<file path="src/rtl/scan_test_ctrl.sv">
// Scan-test initiator: loads patterns into a scan chain, applies one capture cycle,
// unloads each response under the next load and tallies pass/fail per pattern.
module scan_test_ctrl #(
    parameter int CHAIN_LEN = 3,
    parameter int CNT_W     = 8
) (
    input  logic                 clk,
    input  logic                 rst,
    input  logic                 pat_valid,
    output logic                 pat_ready,
    input  logic [CHAIN_LEN-1:0] pat_data,
    input  logic                 pat_pi,
    input  logic [CHAIN_LEN-1:0] pat_exp,
    input  logic                 pat_exp_po,
    input  logic                 pat_last,
    output logic                 scan_enable,
    output logic                 scan_in,
    output logic                 dut_inp,
    input  logic                 scan_out,
    input  logic                 dut_out,
    output logic                 busy,
    output logic                 done,
    output logic                 fail,
    output logic                 underrun,
    output logic [CNT_W-1:0]     pat_cnt,
    output logic [CNT_W-1:0]     fail_cnt
);
    localparam int SC_W = $clog2(CHAIN_LEN);

    typedef enum logic [1:0] {IDLE, SHIFT, CAPTURE, DONE} state_t;

    state_t               state_q;
    logic [CHAIN_LEN-2:0] shreg_q;
    logic [CHAIN_LEN-2:0] resp_q;
    logic [SC_W-1:0]      shift_cnt_q;
    logic                 pi_q;
    logic                 exp_po_q;
    logic                 last_q;
    logic [CHAIN_LEN-1:0] exp_q;
    logic [CHAIN_LEN-1:0] prev_exp_q;
    logic                 have_resp_q;
    logic                 pend_po_fail_q;
    logic                 flush_q;
    logic                 scan_enable_q;
    logic                 scan_in_q;
    logic                 dut_inp_q;
    logic                 fail_q;
    logic                 underrun_q;
    logic [CNT_W-1:0]     pat_cnt_q;
    logic [CNT_W-1:0]     fail_cnt_q;

    logic                 xfer;
    logic                 last_shift;
    logic [CHAIN_LEN-1:0] resp_word_d;
    logic [CNT_W-1:0]     pat_cnt_d;
    logic [CNT_W-1:0]     fail_cnt_d;

    assign pat_ready   = !rst && ((state_q == IDLE) || (state_q == CAPTURE && !last_q));
    assign xfer        = pat_valid && pat_ready;
    assign last_shift  = (shift_cnt_q == SC_W'(CHAIN_LEN - 1));
    assign resp_word_d = {resp_q, scan_out};
    assign pat_cnt_d   = (&pat_cnt_q)  ? pat_cnt_q  : pat_cnt_q + CNT_W'(1);
    assign fail_cnt_d  = (&fail_cnt_q) ? fail_cnt_q : fail_cnt_q + CNT_W'(1);

    always_ff @(posedge clk) begin
        if (rst) begin
            state_q        <= IDLE;
            shreg_q        <= '0;
            resp_q         <= '0;
            shift_cnt_q    <= '0;
            pi_q           <= 1'b0;
            exp_po_q       <= 1'b0;
            last_q         <= 1'b0;
            exp_q          <= '0;
            prev_exp_q     <= '0;
            have_resp_q    <= 1'b0;
            pend_po_fail_q <= 1'b0;
            flush_q        <= 1'b0;
            scan_enable_q  <= 1'b0;
            scan_in_q      <= 1'b0;
            dut_inp_q      <= 1'b0;
            fail_q         <= 1'b0;
            underrun_q     <= 1'b0;
            pat_cnt_q      <= '0;
            fail_cnt_q     <= '0;
        end else begin
            case (state_q)
                IDLE: begin
                    if (pat_valid) begin
                        fail_q         <= 1'b0;
                        underrun_q     <= 1'b0;
                        pat_cnt_q      <= '0;
                        fail_cnt_q     <= '0;
                        have_resp_q    <= 1'b0;
                        pend_po_fail_q <= 1'b0;
                        flush_q        <= 1'b0;
                    end
                end
                SHIFT: begin
                    // Response arrives flop CHAIN_LEN-1 first, so it fills from the MSB down.
                    resp_q      <= resp_word_d[CHAIN_LEN-2:0];
                    shreg_q     <= shreg_q << 1;
                    scan_in_q   <= shreg_q[CHAIN_LEN-2];
                    shift_cnt_q <= shift_cnt_q + SC_W'(1);
                    if (last_shift) begin
                        shift_cnt_q   <= '0;
                        scan_enable_q <= 1'b0;
                        scan_in_q     <= 1'b0;
                        if (have_resp_q && ((resp_word_d != prev_exp_q) || pend_po_fail_q)) begin
                            fail_cnt_q <= fail_cnt_d;
                            fail_q     <= 1'b1;
                        end
                        if (flush_q) begin
                            state_q <= DONE;
                        end else begin
                            dut_inp_q <= pi_q;
                            state_q   <= CAPTURE;
                        end
                    end
                end
                CAPTURE: begin
                    dut_inp_q      <= 1'b0;
                    pend_po_fail_q <= (dut_out != exp_po_q);
                    pat_cnt_q      <= pat_cnt_d;
                    prev_exp_q     <= exp_q;
                    have_resp_q    <= 1'b1;
                    if (last_q) begin
                        // Flush: shift zeros purely to unload the final response.
                        flush_q       <= 1'b1;
                        shreg_q       <= '0;
                        scan_in_q     <= 1'b0;
                        scan_enable_q <= 1'b1;
                        shift_cnt_q   <= '0;
                        state_q       <= SHIFT;
                    end else if (!pat_valid) begin
                        underrun_q <= 1'b1;
                        fail_q     <= 1'b1;
                        state_q    <= DONE;
                    end
                end
                DONE: begin
                    state_q <= IDLE;
                end
                default: begin
                    state_q <= IDLE;
                end
            endcase

            if (xfer) begin
                shreg_q       <= pat_data[CHAIN_LEN-2:0];
                pi_q          <= pat_pi;
                exp_q         <= pat_exp;
                exp_po_q      <= pat_exp_po;
                last_q        <= pat_last;
                scan_enable_q <= 1'b1;
                scan_in_q     <= pat_data[CHAIN_LEN-1];
                dut_inp_q     <= 1'b0;
                shift_cnt_q   <= '0;
                state_q       <= SHIFT;
            end
        end
    end

    assign scan_enable = scan_enable_q;
    assign scan_in     = scan_in_q;
    assign dut_inp     = dut_inp_q;
    assign busy        = (state_q == SHIFT) || (state_q == CAPTURE);
    assign done        = (state_q == DONE);
    assign fail        = fail_q;
    assign underrun    = underrun_q;
    assign pat_cnt     = pat_cnt_q;
    assign fail_cnt    = fail_cnt_q;

endmodule
</file>
<file path="config.mk">
export PLATFORM = sky130hd
export DESIGN_NAME = scan_test_ctrl
export DESIGN_NICKNAME = d
export VERILOG_FILES = /design/src/rtl/scan_test_ctrl.sv
export SDC_FILE = /design/constraint.sdc
export NUM_CORES = 1
export LEC_CHECK = 0
export ABC_AREA = 1
export CORE_MARGIN = 5
export CORE_UTILIZATION = 40
export DETAILED_ROUTE_END_ITERATION = 12
export GPL_TIMING_DRIVEN = 0
export PLACE_DENSITY_LB_ADDON = 0.2
export SLEW_MARGIN = 20
export SYNTH_ARGS = -nofsm -noshare
export SYNTH_HDL_FRONTEND = slang
export SYNTH_SLANG_ARGS = --single-unit
</file>
<file path="constraint.sdc">
create_clock -name clk -period 3.3 [get_ports clk]
set_input_delay 0.66 -clock clk [delete_from_list [all_inputs] [get_ports clk]]
set_output_delay 0.66 -clock clk [all_outputs]
set_load 0.02 [all_outputs]
</file>
==> flow_metrics.env <==
export IMPL_status="completed"
export IMPL_clock_latency_ns=0.30
export IMPL_hp_class="register to register"
export IMPL_worst_ep_arrival_time_ns=2.07
export IMPL_final_area_mm2=0.00275
export IMPL_synth_avg_cell_area_um2=6.91
export IMPL_layout_cells_most_common="nand2_1"
export IMPL_vias_per_cell=4.85
export IMPL_worst_slack_ns=0.569
export IMPL_ant_nets=0
export IMPL_grt_max_degree=14
export IMPL_routedWlPerCell_um=12.1
export IMPL_tightest_slew_ns=0.477
export IMPL_cts_hold_fix_buffers=0
export IMPL_vdd_drop_max_mv=0.475
export IMPL_power_leakage_nw=1.14
export IMPL_syn2layout_area_growth_pct=26.0
export IMPL_post_route_min_period_ns=2.73
export IMPL_place_area_mm2=0.00263
export IMPL_numPortBuffers=36
export IMPL_gp_congestion=0.790
export IMPL_grt_pass1_wl_mm=9.32
export IMPL_ys_warn_count=0
export IMPL_layout_drive_gt1_share_pct=8.89
export IMPL_wl_mm=5.18
export IMPL_htreeDepth=2
export IMPL_synth_top_family_by_area="simple AND/OR/NAND/NOR gates"
export IMPL_drv_cap=0
export IMPL_die_area_mm2=0.00703
export IMPL_syn_num_nets=336
export IMPL_setup_tns_ns=0
export IMPL_cts_resized_gates=0
export IMPL_n_antenna_cell=0
export IMPL_io_pins=38
export IMPL_cts_tree="built"
export IMPL_clock_fmax_ghz=0.366
export IMPL_drtIter0Drc=74
export IMPL_power_mw=1.92
export IMPL_whs_ns=0.471
export IMPL_coreArea_mm2=0.00520
export IMPL_rsz0062_at_grt="false"
export IMPL_vias=2085
export IMPL_fin_cells=430
export IMPL_synth_xor_area_share_pct=0.803
export IMPL_synth_ff_latch_count=41
export IMPL_drcViolationCount=0
export IMPL_chipWidth_um=83.9
export IMPL_criticalPathCategory="register to output port"
export IMPL_final_cell_mix="nand2_1, dfxtp_1, inv_1"
export IMPL_postCtsSetupBuffers=0
export IMPL_fin_nets=379
export IMPL_synth_simple_area_share_pct=31.7
export IMPL_syn_inst=316
export IMPL_power_density_mw_per_mm2=700
export IMPL_die_y_um=83.9
export IMPL_ys_seq_area_share_pct=37.6
export IMPL_reg2reg_slack_ns=1.47
export IMPL_grt_pass1_vias=2073
export IMPL_synth_mux_area_fraction_pct=0
export IMPL_synthAdderAreaFrac_pct=3.44
export IMPL_setup_viol=0
export IMPL_dpl_hpwl_mm=3.79
export IMPL_numCtsBuffers=5
export IMPL_row_count=26
export IMPL_fin_skew_ns=0.00832
export IMPL_end_kind="output port"
export IMPL_slew_violations=0
export IMPL_post_route_util_pct=52.8
export IMPL_dr_pass1_iters=4
export IMPL_initial_core_util_pct=41.9
export IMPL_fin_crit_sh_pct=82.7
export IMPL_synthesis_area_mm2=0.00218
export IMPL_placed_cells=422
export IMPL_slew_headroom_pct=68.2
export IMPL_grt_antenna_before_repair=0
export IMPL_path_max_fanout=9
export IMPL_required_ns=2.64
export IMPL_hold_viol=0
export IMPL_root_buffer="clkbuf_8"
export IMPL_synth_cell_types=32
export IMPL_synth_compound_area_share_pct=16.0
export IMPL_grt_ovfl_total=0
export IMPL_clockBufferDepth=2
export IMPL_worstSetupStartpointType="register"
export IMPL_pre_cts_slack_ns=0.637
export IMPL_clkTransAtPathRegs_ns=0.08
export IMPL_cts_sinks=41
export IMPL_grtUsageTotal_pct=15.9
==> metal layers <==
metal	up-vias	GRT usage [%]	wire [um]
li1	1099	-	-
met1	937	20.4	2580
met2	45	26.2	2320
met3	4	3.36	254
met4	0	5.56	32
met5	-	0	0
==> report_power, final <==
group / total, mW / internal, mW / leakage, nW / switching (mW)
Sequential: 0.652 / 0.585 / 0.334 / 0.0664
Combinational: 0.843 / 0.326 / 0.752 / 0.517
Clock: 0.429 / 0.246 / 0.0574 / 0.183
==> sequential cells by signal (all words and copies together) (netlist names), 2 cells and up <==
register and cells:
fail_cnt 8, shift_cnt_q 2, resp_q 2, exp_q 3
shreg_q 2, pat_cnt 8, state_q 2, prev_exp_q 3
==> layout make-up <==
cell class	instances	area [um^2]
Inverter	42	158
Clock inverter	2	37.5
Tap cell	70	87.6
Clock buffer	6	82.6
Sequential cell	41	821
Fill cell	516	2450
Timing Repair Buffer	36	360
Buffer	9	71.3
Multi-Input combinational cell	224	1130
==> cells by family after synthesis <==
family                     Yosys count
xor gates and xnor gates             2
AOI/OAI and AO/OA                   59
and+or+nand+nor                    157
adders and majority gates            6
buffers and inverters               51
DFF                                 41
==> cell usage after synthesis (all sizes together) <==
cell / instances / area [um^2]
buf: 9 / 71.3
xor2: 2 / 17.5
a21oi: 30 / 154
inv: 42 / 158
a211oi: 2 / 15.0
ha: 6 / 75.1
nor3: 6 / 46.3
a221oi: 1 / 8.76
nor3b: 1 / 7.51
nand3: 27 / 155
nor2: 31 / 116
and3: 1 / 6.26
dfxtp: 41 / 821
o21bai: 1 / 7.51
nand2: 91 / 359
o21ai: 16 / 91.3
a22o: 5 / 43.8
o211ai: 2 / 15.0
o21a: 1 / 7.51
a31oi: 1 / 6.26
==> path summary, 6_finish.rpt <==
path                                 from                       to  cells past startpoint
setup reg to reg  state_q[0]$_SDFFE_PP0P_  state_q[1]$_SDFFE_PP0P_                     10
hold / removal    shreg_q[0]$_SDFFE_PP0P_  shreg_q[0]$_SDFFE_PP0P_                      2
hold reg to reg   shreg_q[0]$_SDFFE_PP0P_  shreg_q[0]$_SDFFE_PP0P_                      2
setup / recovery  state_q[0]$_SDFFE_PP0P_                pat_ready                      8
==> worst max-delay path, cell delays in order, from the launching register on <==
cell and delay [ns]:
dfxtp_1 0.35, inv_1 0.09, ha_1 0.14, buf_2 0.20
nand2_2 0.11, nand2_1 0.10, inv_1 0.04, nor2_1 0.12
clkdlybuf4s50_1 0.62
Power figures use the tool's default switching activity.
